### src/rtl/cpu_run_pkg.sv
// -----------------------------------------------------------------------------
// cpu_run_pkg
//   Shared definitions for the CPU run controller: FSM state encodings, the
//   free-run divider limits and a helper that maps rate_sel to a divider limit.
// -----------------------------------------------------------------------------
package cpu_run_pkg;

    // Encodings are visible on the 'state' output, so they are fixed values.
    typedef enum logic [1:0] {
        ST_HALT  = 2'd0,
        ST_RUN   = 2'd1,
        ST_STEP  = 2'd2,
        ST_BREAK = 2'd3
    } run_state_t;

    // Divider limits: a pulse is issued once div_cnt reaches the limit, so the
    // pulse spacing is limit + 1 cycles.
    localparam logic [31:0] LIMIT_FULL   = 32'd0;
    localparam logic [31:0] LIMIT_DIV256 = 32'd255;
    localparam logic [31:0] LIMIT_DIV64K = 32'd65535;

    // Slowest rate is one pulse per 2^div_w cycles.
    function automatic logic [31:0] rate_limit(input logic [1:0] rate_sel,
                                               input int unsigned div_w);
        logic [31:0] lim;
        case (rate_sel)
            2'd0:    lim = LIMIT_FULL;
            2'd1:    lim = LIMIT_DIV256;
            2'd2:    lim = LIMIT_DIV64K;
            default: lim = (div_w >= 32) ? '1 : ((32'd1 << div_w) - 32'd1);
        endcase
        return lim;
    endfunction

endpackage

### src/rtl/run_rate_div.sv
// -----------------------------------------------------------------------------
// run_rate_div
//   Free-run rate divider. Counts cycles since the last CPU advance and raises
//   'tick' once the count reaches the limit selected by rate_sel.
//
// Ports
//   clk, RSTN  : clock, asynchronous active-low reset
//   rate_sel   : rate select (0 = every cycle, 1 = /256, 2 = /65536, 3 = /2^DIV_W)
//   load       : preload div_cnt with the limit (first pulse of a run is immediate)
//   clr        : restart counting (asserted on every cpu_ce)
//   tick       : div_cnt >= limit
//   div_cnt    : current divider count
// -----------------------------------------------------------------------------
module run_rate_div
    import cpu_run_pkg::*;
#(
    parameter int unsigned DIV_W = 20
) (
    input  logic             clk,
    input  logic             RSTN,
    input  logic [1:0]       rate_sel,
    input  logic             load,
    input  logic             clr,
    output logic             tick,
    output logic [DIV_W-1:0] div_cnt
);

    logic [DIV_W-1:0] limit;

    assign limit = DIV_W'(rate_limit(rate_sel, DIV_W));

    // A greater-or-equal compare keeps a lowered rate_sel from stranding a
    // count that is already above the new limit.
    assign tick = (div_cnt >= limit);

    // Counting stops at the limit, so while hold blocks the pulse the count
    // saturates and the pulse fires on the first free cycle.
    always_ff @(posedge clk or negedge RSTN) begin
        if (!RSTN) begin
            div_cnt <= '0;
        end else if (load) begin
            div_cnt <= limit;
        end else if (clr) begin
            div_cnt <= '0;
        end else if (!tick) begin
            div_cnt <= div_cnt + DIV_W'(1);
        end
    end

endmodule

### src/rtl/cpu_run_ctrl.sv
// -----------------------------------------------------------------------------
// cpu_run_ctrl
//   CPU execution controller. Gates CPU advancement through the single-cycle
//   clock enable cpu_ce, supporting halt, single-step, rate-divided free-run and
//   a PC breakpoint. Also counts retired instructions (cpu_ce pulses).
//
// Ports
//   clk, RSTN   : clock, asynchronous active-low reset
//   run_sw      : debounced level, 1 requests free-run
//   step_pulse  : debounced one-cycle pulse, requests one instruction
//   rate_sel    : free-run rate select
//   hold        : registered bus-busy, blocks cpu_ce
//   bp_en       : breakpoint enable
//   bp_addr     : breakpoint PC
//   pc          : CPU program counter (registered in the CPU)
//   cnt_clr     : clears instr_cnt
//   cpu_ce      : CPU advances on each clk edge where this is 1
//   halted      : 1 in HALT or BREAK
//   bp_hit      : 1 in BREAK
//   state       : current FSM state encoding
//   instr_cnt   : count of cpu_ce pulses, wraps
// -----------------------------------------------------------------------------
module cpu_run_ctrl
    import cpu_run_pkg::*;
#(
    parameter int unsigned PC_W  = 32,
    parameter int unsigned CNT_W = 32,
    parameter int unsigned DIV_W = 20
) (
    input  logic             clk,
    input  logic             RSTN,
    input  logic             run_sw,
    input  logic             step_pulse,
    input  logic [1:0]       rate_sel,
    input  logic             hold,
    input  logic             bp_en,
    input  logic [PC_W-1:0]  bp_addr,
    input  logic [PC_W-1:0]  pc,
    input  logic             cnt_clr,
    output logic             cpu_ce,
    output logic             halted,
    output logic             bp_hit,
    output logic [1:0]       state,
    output logic [CNT_W-1:0] instr_cnt
);

    run_state_t       cur_state;
    run_state_t       nxt_state;
    logic             skip;
    logic             bp_match;
    logic             enter_run;
    logic             tick;
    logic [DIV_W-1:0] div_cnt;

    run_rate_div #(
        .DIV_W (DIV_W)
    ) u_rate_div (
        .clk      (clk),
        .RSTN     (RSTN),
        .rate_sel (rate_sel),
        .load     (enter_run),
        .clr      (cpu_ce),
        .tick     (tick),
        .div_cnt  (div_cnt)
    );

    assign bp_match  = bp_en && (pc == bp_addr);
    assign enter_run = (cur_state != ST_RUN) && (nxt_state == ST_RUN);
    assign state     = cur_state;

    // NOTE: every signal driven here gets a default before the case, so no
    // path leaves it unassigned and no latch is inferred.
    always_comb begin
        nxt_state = cur_state;
        cpu_ce    = 1'b0;
        case (cur_state)
            ST_HALT: begin
                // run_sw wins over a coincident step request.
                if (run_sw) begin
                    nxt_state = ST_RUN;
                end else if (step_pulse) begin
                    nxt_state = ST_STEP;
                end
            end
            ST_STEP: begin
                // No breakpoint check: a step from BREAK must execute bp_addr.
                if (!hold) begin
                    cpu_ce    = 1'b1;
                    nxt_state = ST_HALT;
                end
            end
            ST_RUN: begin
                if (!run_sw) begin
                    nxt_state = ST_HALT;
                end else if (bp_match && !skip) begin
                    nxt_state = ST_BREAK;
                end else if (tick && !hold) begin
                    cpu_ce = 1'b1;
                end
            end
            ST_BREAK: begin
                // Staying here with run_sw high forces a deliberate
                // lower-then-raise to resume free-run.
                if (step_pulse) begin
                    nxt_state = ST_STEP;
                end else if (!run_sw) begin
                    nxt_state = ST_HALT;
                end
            end
            default: nxt_state = ST_HALT;
        endcase
    end

    // NOTE: state registers use non-blocking assignments so every flop samples
    // the pre-edge values, independent of statement order.
    always_ff @(posedge clk or negedge RSTN) begin
        if (!RSTN) begin
            cur_state <= ST_HALT;
            halted    <= 1'b1;
            bp_hit    <= 1'b0;
        end else begin
            cur_state <= nxt_state;
            halted    <= (nxt_state == ST_HALT) || (nxt_state == ST_BREAK);
            bp_hit    <= (nxt_state == ST_BREAK);
        end
    end

    // skip lets a resumed run execute the instruction sitting at bp_addr once;
    // it is dropped by the first advance of the run.
    always_ff @(posedge clk or negedge RSTN) begin
        if (!RSTN) begin
            skip <= 1'b0;
        end else if (enter_run) begin
            skip <= 1'b1;
        end else if (cpu_ce && (cur_state == ST_RUN)) begin
            skip <= 1'b0;
        end
    end

    // A clear coinciding with an advance still counts that advance.
    always_ff @(posedge clk or negedge RSTN) begin
        if (!RSTN) begin
            instr_cnt <= '0;
        end else if (cnt_clr) begin
            instr_cnt <= cpu_ce ? CNT_W'(1) : '0;
        end else if (cpu_ce) begin
            instr_cnt <= instr_cnt + CNT_W'(1);
        end
    end

endmodule
### config.mk
export PLATFORM = sky130hd
export DESIGN_NAME = cpu_run_ctrl
export DESIGN_NICKNAME = d
export VERILOG_FILES = /design/src/rtl/cpu_run_pkg.sv /design/src/rtl/run_rate_div.sv /design/src/rtl/cpu_run_ctrl.sv
export SDC_FILE = /design/constraint.sdc
export NUM_CORES = 1
export LEC_CHECK = 0
export CORE_ASPECT_RATIO = 0.75
export CORE_MARGIN = 2
export CORE_UTILIZATION = 39
export CTS_BUF_LIST = sky130_fd_sc_hd__clkbuf_4
export CTS_CLUSTER_DIAMETER = 30
export CTS_CLUSTER_SIZE = 24
export DETAILED_ROUTE_END_ITERATION = 10
export GPL_TIMING_DRIVEN = 1
export PLACE_DENSITY = 0.66
export SYNTH_ARGS = -nofsm -noshare
export SYNTH_HDL_FRONTEND = slang
export SYNTH_SLANG_ARGS = --single-unit
### constraint.sdc
create_clock -name clk -period 10.38 [get_ports clk]
set_input_delay 2.076 -clock clk [delete_from_list [all_inputs] [get_ports clk]]
set_output_delay 2.076 -clock clk [all_outputs]
set_load 0.03 [all_outputs]
Word-level counts from Yosys, hierarchy flattened
Index checks and enable logic that the tools add are counted.
{ "op_classes": {"n_addsub": 2, "magnitude_cmp": 1, "eq_ne": 10, "mux": 22, "n_reduce_logical": 13} }
{ "ops": {"columns": ["cell", "count"], "rows": [
  ["2-to-1 mux 32 bit", 2],
  ["2-to-1 mux 20 bit", 3],
  ["one-hot mux 20 bit (3 select lines)", 1],
  ["adder 32 x 1 -> 32 bit (second input constant)", 1],
  ["== test 32 bit", 1],
  ["adder 20 x 1 -> 20 bit (second input constant)", 1],
  ["greater-or-equal comparator 20 bit", 1],
  ["2-to-1 mux 2 bit", 7],
  ["== test 2 bit (second input constant)", 4],
  ["one-hot mux 2 bit (4 select lines)", 1],
  ["2-to-1 mux 1 bit", 7],
  ["== test 2 x 1 -> 1 bit (second input constant)", 3],
  ["logical NOT 2 bit", 3],
  ["logical AND 1 bit", 5],
  ["nonzero test 2 bit", 2],
  ["inequality test 3 bit (second input constant)", 1],
  ["logical NOT 1 bit", 2],
  ["inequality test 2 x 1 -> 1 bit (second input constant)", 1],
  ["one-hot mux 1 bit (2 select lines)", 1],
  ["logical OR 1 bit", 1]
]} }
{ "word_totals": {"reg_bits": 57, "in_bits": 73, "out_inout_bits": 37} }

Longest topological paths before layout
Gate-level depths: netlist (run 1).
{ "logic_depth": {"word_depth": 11, "depth_mapped": 14, "ltp_nobuf": 14} }

By module
A second synthesis (run 1) with hierarchy kept.
{ "unflattened": {"hier_cells": 475, "area_unflattened_um2": 4252.8} }
{ "modules_own_cells": {"columns": ["module", "instances", "cells_each", "area_each_um2"], "rows": [
  ["cpu_run_ctrl", 1, 294, 2693.8],
  ["run_rate_div", 1, 181, 1559.0]
]} }

Least setup slack after synthesis (run 1)
OpenSTA, ideal clock, no wires.
{ "synth_path": {"path_kind": "in2out", "startpoint": "input rate_sel[0]", "endpoint": "output cpu_ce", "t_arrival_ns": 4.275, "t_required_ns": 8.304, "slack_ns": 4.029, "stages": 10, "path_buffers": 2, "path_cell_list": "or2_1 > clkbuf_1 > ha_1 > nand2b_1 > a21oi_1 > o32a_1 > o2111a_1 > a2111o_1 > buf_2 > inv_1"} }
{ "synth_between": {"elab_chain_cells": 8, "elab_cells_between_ends": 10, "classes_between": "1 x order compare; 2 x eq/ne; 5 x mux; 2 x reduce/logical"} }
{ "synth_lines": {"columns": ["item", "line_no", "text"], "rows": [
  ["start, declared", "cpu_run_ctrl.sv:34", "input logic [1:0] rate_sel,"],
  ["== test 2 bit (tied with other cells)", "cpu_run_pkg.sv:26", "case (rate_sel)"],
  ["one-hot mux 20 bit (3 select lines) *", "cpu_run_pkg.sv:26", null],
  ["greater-or-equal comparator 20 bit *", "run_rate_div.sv:34", "assign tick = (div_cnt >= limit);"],
  ["logical AND 1 bit *", "cpu_run_ctrl.sv:97", "end else if (tick && !hold) begin"],
  ["2-to-1 mux 1 bit *", "cpu_run_ctrl.sv:97", null],
  ["2-to-1 mux 1 bit *", "cpu_run_ctrl.sv:95", "end else if (bp_match && !skip) begin"],
  ["2-to-1 mux 1 bit *", "cpu_run_ctrl.sv:93", "if (!run_sw) begin"],
  ["one-hot mux 1 bit (2 select lines) *", "cpu_run_ctrl.sv:76", "case (cur_state)"],
  ["end, declared", "cpu_run_ctrl.sv:40", "output logic cpu_ce,"]
]} }
Mark *: on every way between the ends. The rest lies on a longest branch, timed or not.

Worst setup path after layout (run 1)
{ "layout_path": {"startpoint": "input rate_sel[1]", "endpoint": "output cpu_ce"} }
The elaborated chain is that of the path after synthesis.

==> results of run 1 <==
-- flip-flops by register name, summed over array words and instances, names as in the netlist --
signal	cells
u_rate_div.div_cnt	20
state	2
skip	1
instr_cnt	32
halted	1
bp_hit	1
-- placed cells by master (no fill, tap or decap), types with 22 or more instances in the layout --
cell | synthesis | final
clkdlybuf4s50_1 | 0 | 108
dfrtp_1 | 56 | 56
nor2_1 | 38 | 38
nand2_1 | 36 | 36
o21ai_0 | 32 | 32
nand3_1 | 31 | 31
xor2_1 | 29 | 29
xnor2_1 | 28 | 28
a21oi_1 | 27 | 27
ha_1 | 22 | 22
-- per-layer routing --
metal,share of wire,vias to the layer above,global-route usage,wire length [µm]
met5,0,-,0,0
met4,0.015,0,0.06298,161
met3,0.081,11,0.05905,851
met2,0.46,159,0.3101,4762
met1,0.45,1754,0.2582,4686
li1,-,1859,-,-
-- per-stage QoR --
step	std cells	cell area [µm²]	util	hold WS (ns)
4_1_cts	699	5320	0.5443	0.5691
6_report	699	5320	0.5443	0.5676
3_3_place_gp	683	5159	0.5278	0.5403
2_1_floorplan	454	3951	-	0.4960
5_1_grt	699	5320	0.5443	0.5899
3_5_place_dp	683	5159	0.5278	0.5428
-- worst max-delay path: stages --
cell	delay [ns]
clkdlybuf4s50_1	0.46
or2_1	0.31
ha_1	0.29
nand2b_1	0.16
a2111oi_0	0.54
o32a_1	0.27
o2111a_1	0.21
a2111o_1	0.69
inv_1	0.21
clkdlybuf4s50_1	0.67
-- how the worst min path moves through the flow --
| stage | start | to | slack [ns] | cells after the start |
|---|---|---|---|---|
| after floorplan | skip$_DFFE_PN0P_ | skip$_DFFE_PN0P_ | 0.50 | 2 |
| after global placement | u_rate_div.div_cnt[14]$_DFFE_PN0P_ | u_rate_div.div_cnt[14]$_DFFE_PN0P_ | 0.54 | 1 |
| after detailed placement | u_rate_div.div_cnt[14]$_DFFE_PN0P_ | u_rate_div.div_cnt[14]$_DFFE_PN0P_ | 0.54 | 1 |
| after CTS | u_rate_div.div_cnt[14]$_DFFE_PN0P_ | u_rate_div.div_cnt[14]$_DFFE_PN0P_ | 0.57 | 1 |
| after global routing | instr_cnt[31]$_DFFE_PN0P_ | instr_cnt[31]$_DFFE_PN0P_ | 0.59 | 2 |
| final | instr_cnt[31]$_DFFE_PN0P_ | instr_cnt[31]$_DFFE_PN0P_ | 0.57 | 2 |
-- final cells by class --
class / instances / area share
Multi-Input combinational cell: 363 / 0.4485
Sequential cell: 57 / 0.2683
Timing Repair Buffer: 112 / 0.2084
Tap cell: 132 / 0.03104
Clock inverter: 7 / 0.01764
Inverter: 19 / 0.01341
Clock buffer: 9 / 0.01270
-- report_power, final --
part	switching [µW]	internal [µW]
Combinational	292	191
Clock	92.4	97.5
Sequential	68.9	274
Total	454	562
-- logic make-up after synthesis --
logic type	after synthesis	share of synthesized area
compound gates	90	0.1431
xor+xnor	57	0.1263
fa+ha+maj	22	0.06966
buf+inv	34	0.03483
flops	57	0.3613
simple gates	194	0.2647
==> impl_results.md, run 1 <==
- I/O Pins: 110
- CTS Hold Bufs: 0
- Pins over their slew limit: 0
- Port Buf Inserts: between 100 and 150
- Max VDD drop: roughly 0.10 mV
- DRC errors left: 0
- Initial antenna violation count: 0
- Core Region: 0.009774 mm²
- Post-route setup slack: 2.406 ns
- Hold Fails Final Rpt: 0
- Ys async rst share: 1.000
- Floorplan row count: 31
- Cell area after synthesis: 0.003951 mm²
- Post-synth EDFFs: 0
- Worst skew pair latency: roughly 0.41 ns
- Achievable Freq: 0.1254 GHz
- Sequential area share after synthesis: 0.3613
- Critical Path RT: 8.30 ns
- Area of the multi-input gates: 0.002386 mm²
- Worst setup path endpoint: cpu_ce
- Synth cell count leaders: dfrtp_1 (56), nor2_1 (38), nand2_1 (36)
- Synth Flop Type: dfrtp_1
- Max cap viols: 0
- Power per Cell Area: 191.0 mW/mm²
- Unrepaired setup endpoints after global routing: no
- Period utilization: 0.7682
- Clk_skew: 0.01422 ns
- Top cells by area, synth: dfrtp_1 (35%), ha_1 (7.0%), xor2_1 (6.4%)
- CTS tree: done
- HPWL Detailed: 7907 µm
- Synth top area share: 0.3547
- Largest net degree at the start of global routing: 58
- CTS max path bufs: 2
- Syn Nets: 549
- Wire per inst: 14.97 µm
- DRT Wirelength: 10460 µm
- DR vias/cell: 5.412
- Register area: 0.001428 mm²
- R2r setup slk: 6.97 ns
- Setup Viol. Count Final: 0
- Startpoint Class: primary input
- Die Height: 91.17 µm
- Crit. End Element: output port
- Fillers: 916
- Number of routed nets with antenna violations: 0
- Syn Inst Count: 454
- Synth-to-Final Area Change: 34.64%
- Cts bufs inserted: 9
- Hold Crit Class: reg2reg
- Global Route Usage Sum: 0.1964
- Reg2Reg Depth: 9
- Clock sink count: 57
- CTS H-Tree Depth: 3
- Nets: 657
- Die Area: 0.01096 mm²
- Class of the most critical setup path: in2out
- Share of layout cells above drive strength 1: 0.05644
- Final critical-path required period: 7.974 ns
- Postcts setup bufs: 0
- DR pass1 iterations: 5
- Capturing point of the worst reg2reg path: u_rate_div.div_cnt[18]$_DFFE_PN0P_
- Drt initial violations: around 230
- Leakage power: 0.002115 µW
- Slew @ Worst Pin: about 1.2 ns
- Average cell area after synthesis: a little under 9 µm²
- Vias in the first global route: 3620
- Total power: 1016 µW
- RR Startpoint: u_rate_div.div_cnt[0]$_DFFE_PN0P_
- Status: completed
- Diodes inserted: 0
- Relative slew margins: 0.2243
- Distinct cells, synth: 46
- Arrival time worst endpoint: 5.90 ns
- Area leader, netlist: dfrtp_1
- # resized after CTS: 0
- CP Launch Point: rate_sel[1]
- Die Wd: 120.2 µm
- Starting Density: 0.4042
- First-pass GRT wire length: 17270 µm
- TNS Setup: 0 ns
- CTS root buf: clkbuf_4
- Top-count cell post-synth: dfrtp_1
- Total global routing overflow: 0
- GPL Wtd Cong: approximately 0.87
- YS warnings: 0
- Pre-CTS setup slack: 2.458 ns
- Max FO, Critical Path: 25
- Worst-path clk slew: 0.10 ns
- Via count: 3783
- Synth Register Bits: 57
(Power assumes the default switching activity.)
==> run 2: changes to the inputs <==
--- a/config.mk
+++ b/config.mk
@@ -13,7 +13,7 @@
 export CTS_CLUSTER_SIZE = 24
 export DETAILED_ROUTE_END_ITERATION = 10
 export GPL_TIMING_DRIVEN = 1
-export PLACE_DENSITY = 0.66
+export PLACE_DENSITY = 0.69
 export SYNTH_ARGS = -nofsm -noshare
 export SYNTH_HDL_FRONTEND = slang
 export SYNTH_SLANG_ARGS = --single-unit
==> constraint.sdc (replaced) <==
create_clock -name clk -period 6.9 [get_ports clk]
set_input_delay 1.38 -clock clk [delete_from_list [all_inputs] [get_ports clk]]
set_output_delay 1.38 -clock clk [all_outputs]
set_load 0.03 [all_outputs]
==> impl_results.md, run 2 (synthesis gave the netlist of run 1 again) <==
- Worst path cell trace: clkdlybuf4s50_1 -> or2_1 -> ha_1 -> nand2b_1 -> a21oi_1 -> o32a_1 -> o2111a_1 -> a2111o_1 -> inv_1 -> clkdlybuf4s50_1
- Slew @ Worst Pin: 1.033 ns (-0.1309 ns)
- Relative slew margins: 0.3052 (+0.08091)
- Unrepaired setup endpoints after global routing: no
- Die Wd: 120.2 µm (unchanged)
- TNS Setup: 0 ns (unchanged)
- Initial antenna violation count: 0 (unchanged)
- Dpl cells: 685 (+0.29%)
- Pins over their slew limit: 0 (unchanged)
- Sequential share of power: 0.335 (-0.002)
- DR pass1 iterations: 5 (unchanged)
- R2r setup slk: 3.49 ns (-3.48 ns)
- Wire per inst: 15.36 µm (+2.6%)
- I/O Pins: 110 (unchanged)
- Class of the most critical setup path: in2out
- Met1 Resource Use GR: 0.2714 (+0.01329)
- Worst hold slack: 0.5599 ns (-0.007716 ns)
- Floorplan row count: 31 (unchanged)
- Total global routing overflow: 0 (unchanged)
- Critical Path RT: 5.52 ns (-2.78 ns)
- Postcts setup bufs: 0 (unchanged)
- Crit. End Element: output port
- CTS max path bufs: 2 (unchanged)
- Top Family by Delay on Critical Path: buffers and inverters
- Period utilization: 0.8506
- Global Route Usage Sum: 0.2060 (+0.009563)
- Synth-to-Final Area Change: 34.93%
- Core Region: 0.009774 mm² (unchanged)
- Number of routed nets with antenna violations: 0 (unchanged)
- DRC errors left: 0 (unchanged)
- Largest net degree at the start of global routing: 58 (unchanged)
- Top reg by flops: instr_cnt
- Placement Cell Area: 0.005174 mm² (+0.29%)
- Final Non-Filler Cells: 701 (+0.29%)
- Starting Density: 0.4042 (unchanged)
- Max VDD drop: 0.1301 mV (+29%)
- # resized after CTS: 0 (unchanged)
- Die Height: 91.17 µm (unchanged)
- Commonest non-fill, non-tap cells in the layout: clkdlybuf4s50_1 (108), dfrtp_1 (56), nor2_1 (38)
- HPWL Detailed: 8015 µm (+1.4%)
- Max cap viols: 0 (unchanged)
- Share of layout cells above drive strength 1: 0.05800 (+0.001559)
- CTS root buf: clkbuf_4
- Busiest grt layer: met2
- Sw frac: 0.4456 (-0.0009715)
- CP peak stage delay: 0.69 ns (about the same)
- Drt initial violations: 298 (+29%)
- Combinational Power Share: 0.482 (+0.006)
- GPL Wtd Cong: 0.8873 (+2.5%)
- Crit path max-delay cell type: clkdlybuf4s50_1
- Via count: 3833 (+1.3%)
- Diodes inserted: 0 (unchanged)
- Hold Crit Class: reg2reg
- Buf+Inv Stages, Crit Path: 3 (unchanged)
- Met3 Usage GRT: 0.04648 (-0.01256)
- CTS tree: done
- Cts bufs inserted: 9 (unchanged)
- Pint: 859.4 µW (+53%)
- Nets: 659 (+0.30%)
- Worst skew pair latency: 0.40 ns (about the same)
- Power share of the clock group: 0.183 (-0.004)
- CTS Hold Bufs: 0 (unchanged)
- Most common cell after layout, fill and taps aside: clkdlybuf4s50_1
- DRT Wirelength: 10770 µm (+2.9%)
- Clock sink count: 57 (unchanged)
- Port Buf Inserts: 109 (unchanged)
- Achievable Freq: around 0.17 GHz
- Startpoint Class: primary input
- Final critical-path required period: 5.869 ns
- Power per Cell Area: 290.8 mW/mm² (+52%)
- Hold Fails Final Rpt: 0 (unchanged)
- Arrival time worst endpoint: 4.49 ns (-1.41 ns)
- Status: completed
- Worst-path clk slew: 0.11 ns (about the same)
- Grt met2 use: 0.3291 (+0.01894)
- CTS H-Tree Depth: 3 (unchanged)
- Setup Viol. Count Final: 0 (unchanged)
- Max reg flops: 32 (unchanged)
- Top cell by count, worst path: clkdlybuf4s50_1
- Final core occ: 0.5454 (+0.001152)
- Design area: 0.005331 mm² (+0.21%)
- Clk_skew: 0.01571 ns (+0.001483 ns)
- DR vias/cell: 5.468 (+1.0%)
- Vias in the first global route: 3763 (+4.0%)
- P_sw: 690.7 µW (+52%)
- First-pass GRT wire length: 18200 µm (+5.4%)
- Max FO, Critical Path: 6 (-76%)
- Leakage power: 0.002130 µW (+0.69%)
- Die Area: 0.01096 mm² (unchanged)
run 2: changes by cell type in the layout (fill, tap and decap cells not counted):
cell / delta
clkbuf_4: +1
inv_6: -1
clkinv_1: +1
clkinv_4: +1
buf_4: +2
clkinvlp_4: -2
run 2: power groups by stage:
stage	registers (µW)	logic, µW	clock network (µW)
finish	520	747	283
detailed placement	521	735	0
floorplan	507	492	0
global placement	521	713	0
global route	532	830	307
CTS	516	736	291
run 2: area by class of cell:
cell class	count	area [µm²]
fillers	905	4443
multi-input cells	363	2386
flip-flops and latches	57	1428
repair buffers	114	1124
well taps	132	165.2
clock inverters	6	82.58
clock buffers	10	75.07
inverters	19	71.32
run 2: path summary, 6_finish.rpt:
check | to | startpoint | cells past startpoint
max in group asynchronous | instr_cnt[1]$_DFFE_PN0P_ | RSTN | 2
min in group asynchronous | u_rate_div.div_cnt[12]$_DFFE_PN0P_ | RSTN | 2
setup / recovery | cpu_ce | rate_sel[1] | 10
setup reg to reg | u_rate_div.div_cnt[3]$_DFFE_PN0P_ | skip$_DFFE_PN0P_ | 14
hold / removal | instr_cnt[31]$_DFFE_PN0P_ | instr_cnt[31]$_DFFE_PN0P_ | 2
hold reg to reg | instr_cnt[31]$_DFFE_PN0P_ | instr_cnt[31]$_DFFE_PN0P_ | 2
run 2: routing by layer:
layer	vias up	share of wire
met1	1792	0.45
li1	1856	-
met4	0	0.022
met5	-	0
met2	165	0.46
met3	20	0.070
run 2: through the flow:
| stage | worst slack [ns] | power [µW] |
|---|---|---|
| 3_5_place_dp | 1.067 | 1255 |
| 4_1_cts | 1.069 | 1543 |
| 5_1_grt | 0.9390 | 1670 |
| 3_3_place_gp | 1.162 | 1234 |
| 2_1_floorplan | 1.941 | 999.0 |
| 6_report | 1.031 | 1550 |
run 2: tightest hold or removal path: stages (launching register included):
cell and delay, ns:
dfrtp_1 0.40, o21ai_0 0.07, a21oi_1 0.06
==> run 3: changes to the inputs <==
--- a/config.mk
+++ b/config.mk
@@ -6,7 +6,7 @@
 export NUM_CORES = 1
 export LEC_CHECK = 0
 export CORE_ASPECT_RATIO = 0.75
-export CORE_MARGIN = 2
+export CORE_MARGIN = 5
 export CORE_UTILIZATION = 39
 export CTS_BUF_LIST = sky130_fd_sc_hd__clkbuf_4
 export CTS_CLUSTER_DIAMETER = 30
==> impl_results.md, run 3 (synthesis gave the netlist of run 1 again) <==
- Status: completed
- Class of the most critical setup path: in2out
- Vias in the first global route: 3721 (-1.1%)
- Die Height: 97.17 µm (+6.6%)
- Area of the multi-input gates: 0.002386 mm² (unchanged)
- Drt initial violations: 237 (-20%)
- Nets: 658 (-0.15%)
- Pre-CTS setup slack: 1.113 ns (+0.04519 ns)
- Starting Density: 0.4042 (unchanged)
- Power per Cell Area: 287.7 mW/mm² (-1.0%)
- Total global routing overflow: 0 (unchanged)
- Via count: 3821 (-0.31%)
- Commonest non-fill, non-tap cells in the layout: clkdlybuf4s50_1 (108), dfrtp_1 (56), nor2_1 (38)
- Synth-to-Final Area Change: 34.74%
- Floorplan row count: 31 (unchanged)
- Register area: 0.001428 mm² (unchanged)
- Cts bufs inserted: 9 (unchanged)
- Setup Viol. Count Final: 0 (unchanged)
- Unrepaired setup endpoints after global routing: no
- Hold_sp: instr_cnt[31]$_DFFE_PN0P_
- Die Area: 0.01227 mm² (+12%)
- DR pass1 iterations: 5 (unchanged)
- Top reg by flops: instr_cnt
- Met3 Usage GRT: 0.05604 (+0.009562)
- Hold Path End: instr_cnt[31]$_DFFE_PN0P_
- Critical Path RT: 5.52 ns (about the same)
- Max reg flops: 32 (unchanged)
- First-pass GRT wire length: 17860 µm (-1.8%)
- CTS tree: done
- Core Region: 0.009774 mm² (unchanged)
- HPWL Detailed: 8383 µm (+4.6%)
- Reg2Reg Depth: 13 (-1)
- DRC errors left: 0 (unchanged)
- Max FO, Critical Path: 6 (unchanged)
- Die Wd: 126.2 µm (+5.0%)
- Busiest grt layer: met2
- Max VDD drop: 0.1485 mV (+14%)
- GPL Wtd Cong: 0.9194 (+3.6%)
- Final Non-Filler Cells: 700 (-0.14%)
- Hold Fails Final Rpt: 0 (unchanged)
- Clk_skew: 0.01945 ns (+0.003740 ns)
- R2r setup slk: 3.44 ns (-0.05 ns)
- Crit. End Element: output port
- CTS Hold Bufs: 0 (unchanged)
- Grt met2 use: 0.2832 (-0.04587)
- Diodes inserted: 0 (unchanged)
- DR vias/cell: 5.459 (-0.17%)
- DRT Wirelength: 10960 µm (+1.8%)
- Number of routed nets with antenna violations: 0 (unchanged)
- Achievable Freq: 0.1731 GHz (+1.6%)
- Clock sink count: 57 (unchanged)
- Hold Crit Class: reg2reg
- Capturing point of the worst reg2reg path: u_rate_div.div_cnt[12]$_DFFE_PN0P_
- RR Startpoint: skip$_DFFE_PN0P_
- Port Buf Inserts: 109 (unchanged)
- CTS H-Tree Depth: 3 (unchanged)
- Global Route Usage Sum: 0.1763 (-0.02964)
- Relative slew margins: 0.2111 (-0.09414)
- Max cap viols: 0 (unchanged)
- Fillers: 893 (-1.3%)
- Post-route setup slack: 1.123 ns (+0.09189 ns)
- Wire per inst: 15.65 µm (+1.9%)
- Startpoint Class: primary input
- Dpl cells: 684 (-0.15%)
- Design area: 0.005324 mm² (-0.14%)
- TNS Setup: 0 ns (unchanged)
- WHS Path Cells: 2 (unchanged)
- Met1 Resource Use GR: 0.2280 (-0.04345)
- Leakage power: 0.002125 µW (-0.23%)
- Worst-path clk slew: 0.09 ns (-0.02 ns)
- CTS root buf: clkbuf_4
- Worst hold slack: 0.5575 ns (-0.002438 ns)
- Placement Cell Area: 0.005166 mm² (-0.15%)
- Most common cell after layout, fill and taps aside: clkdlybuf4s50_1
- Largest net degree at the start of global routing: 58 (unchanged)
- # resized after CTS: 0 (unchanged)
- Postcts setup bufs: 0 (unchanged)
- Slew @ Worst Pin: 1.183 ns (+0.1507 ns)
- Period utilization: 0.8372 (-0.01332)
- I/O Pins: 110 (unchanged)
- Share of layout cells above drive strength 1: 0.05634 (-0.001658)
- Worst skew pair latency: 0.41 ns (about the same)
- Initial antenna violation count: 0 (unchanged)
- Pins over their slew limit: 0 (unchanged)
- CTS max path bufs: 2 (unchanged)
- Arrival time worst endpoint: 4.40 ns (-0.09 ns)
- Final critical-path required period: 5.777 ns (-0.09189 ns)
==> run 3: per-layer routing <==
| layer | vias to the layer above | wire, µm |
|---|---|---|
| met2 | 135 | 5027 |
| met1 | 1818 | 4937 |
| met4 | 0 | 114 |
| li1 | 1859 | - |
| met5 | - | 0 |
| met3 | 9 | 879 |
==> run 3: layout make-up <==
type                       count  area share
multi-input combinational    363      0.4482
tap                          132     0.03102
inverter                      19     0.01340
clock buffer                  10     0.01410
sequential                    57      0.2682
timing repair buffer         113      0.2096
clock inverter                 6     0.01551
==> run 3: how the worst max path moves through the flow <==
stage	startpoint	endpoint	slack, ns	depth (start not counted)
6_report	rate_sel[1]	cpu_ce	1.12	10
5_1_grt	rate_sel[1]	cpu_ce	0.95	10
4_1_cts	rate_sel[1]	cpu_ce	1.11	10
3_5_place_dp	rate_sel[1]	cpu_ce	1.11	10
3_3_place_gp	rate_sel[1]	cpu_ce	1.16	10
2_1_floorplan	rate_sel[0]	cpu_ce	1.94	10
==> run 3: stage by stage <==
step / util / power (µW)
after floorplan: - / 999.0
after detailed placement: 0.5285 / 1250
after global placement: 0.5285 / 1230
after CTS: 0.5447 / 1539
after global routing: 0.5447 / 1654
final: 0.5447 / 1532
==> run 3: where the power goes <==
| group | switching (µW) | total [µW] | internal (µW) |
|---|---|---|---|
| Clock | 132 | 281 | 149 |
| Combinational | 442 | 732 | 290 |
| Sequential | 107 | 519 | 412 |
| Total | 681 | 1530 | 851 |
==> run 3: worst max-delay path: stages <==
cell and delay, ns:
clkdlybuf4s50_1 0.47, or2_1 0.31, ha_1 0.29, nand2b_1 0.11
a21oi_1 0.07, o32a_1 0.36, o2111a_1 0.26, a2111o_1 0.35
inv_1 0.10, clkdlybuf4s50_1 0.70
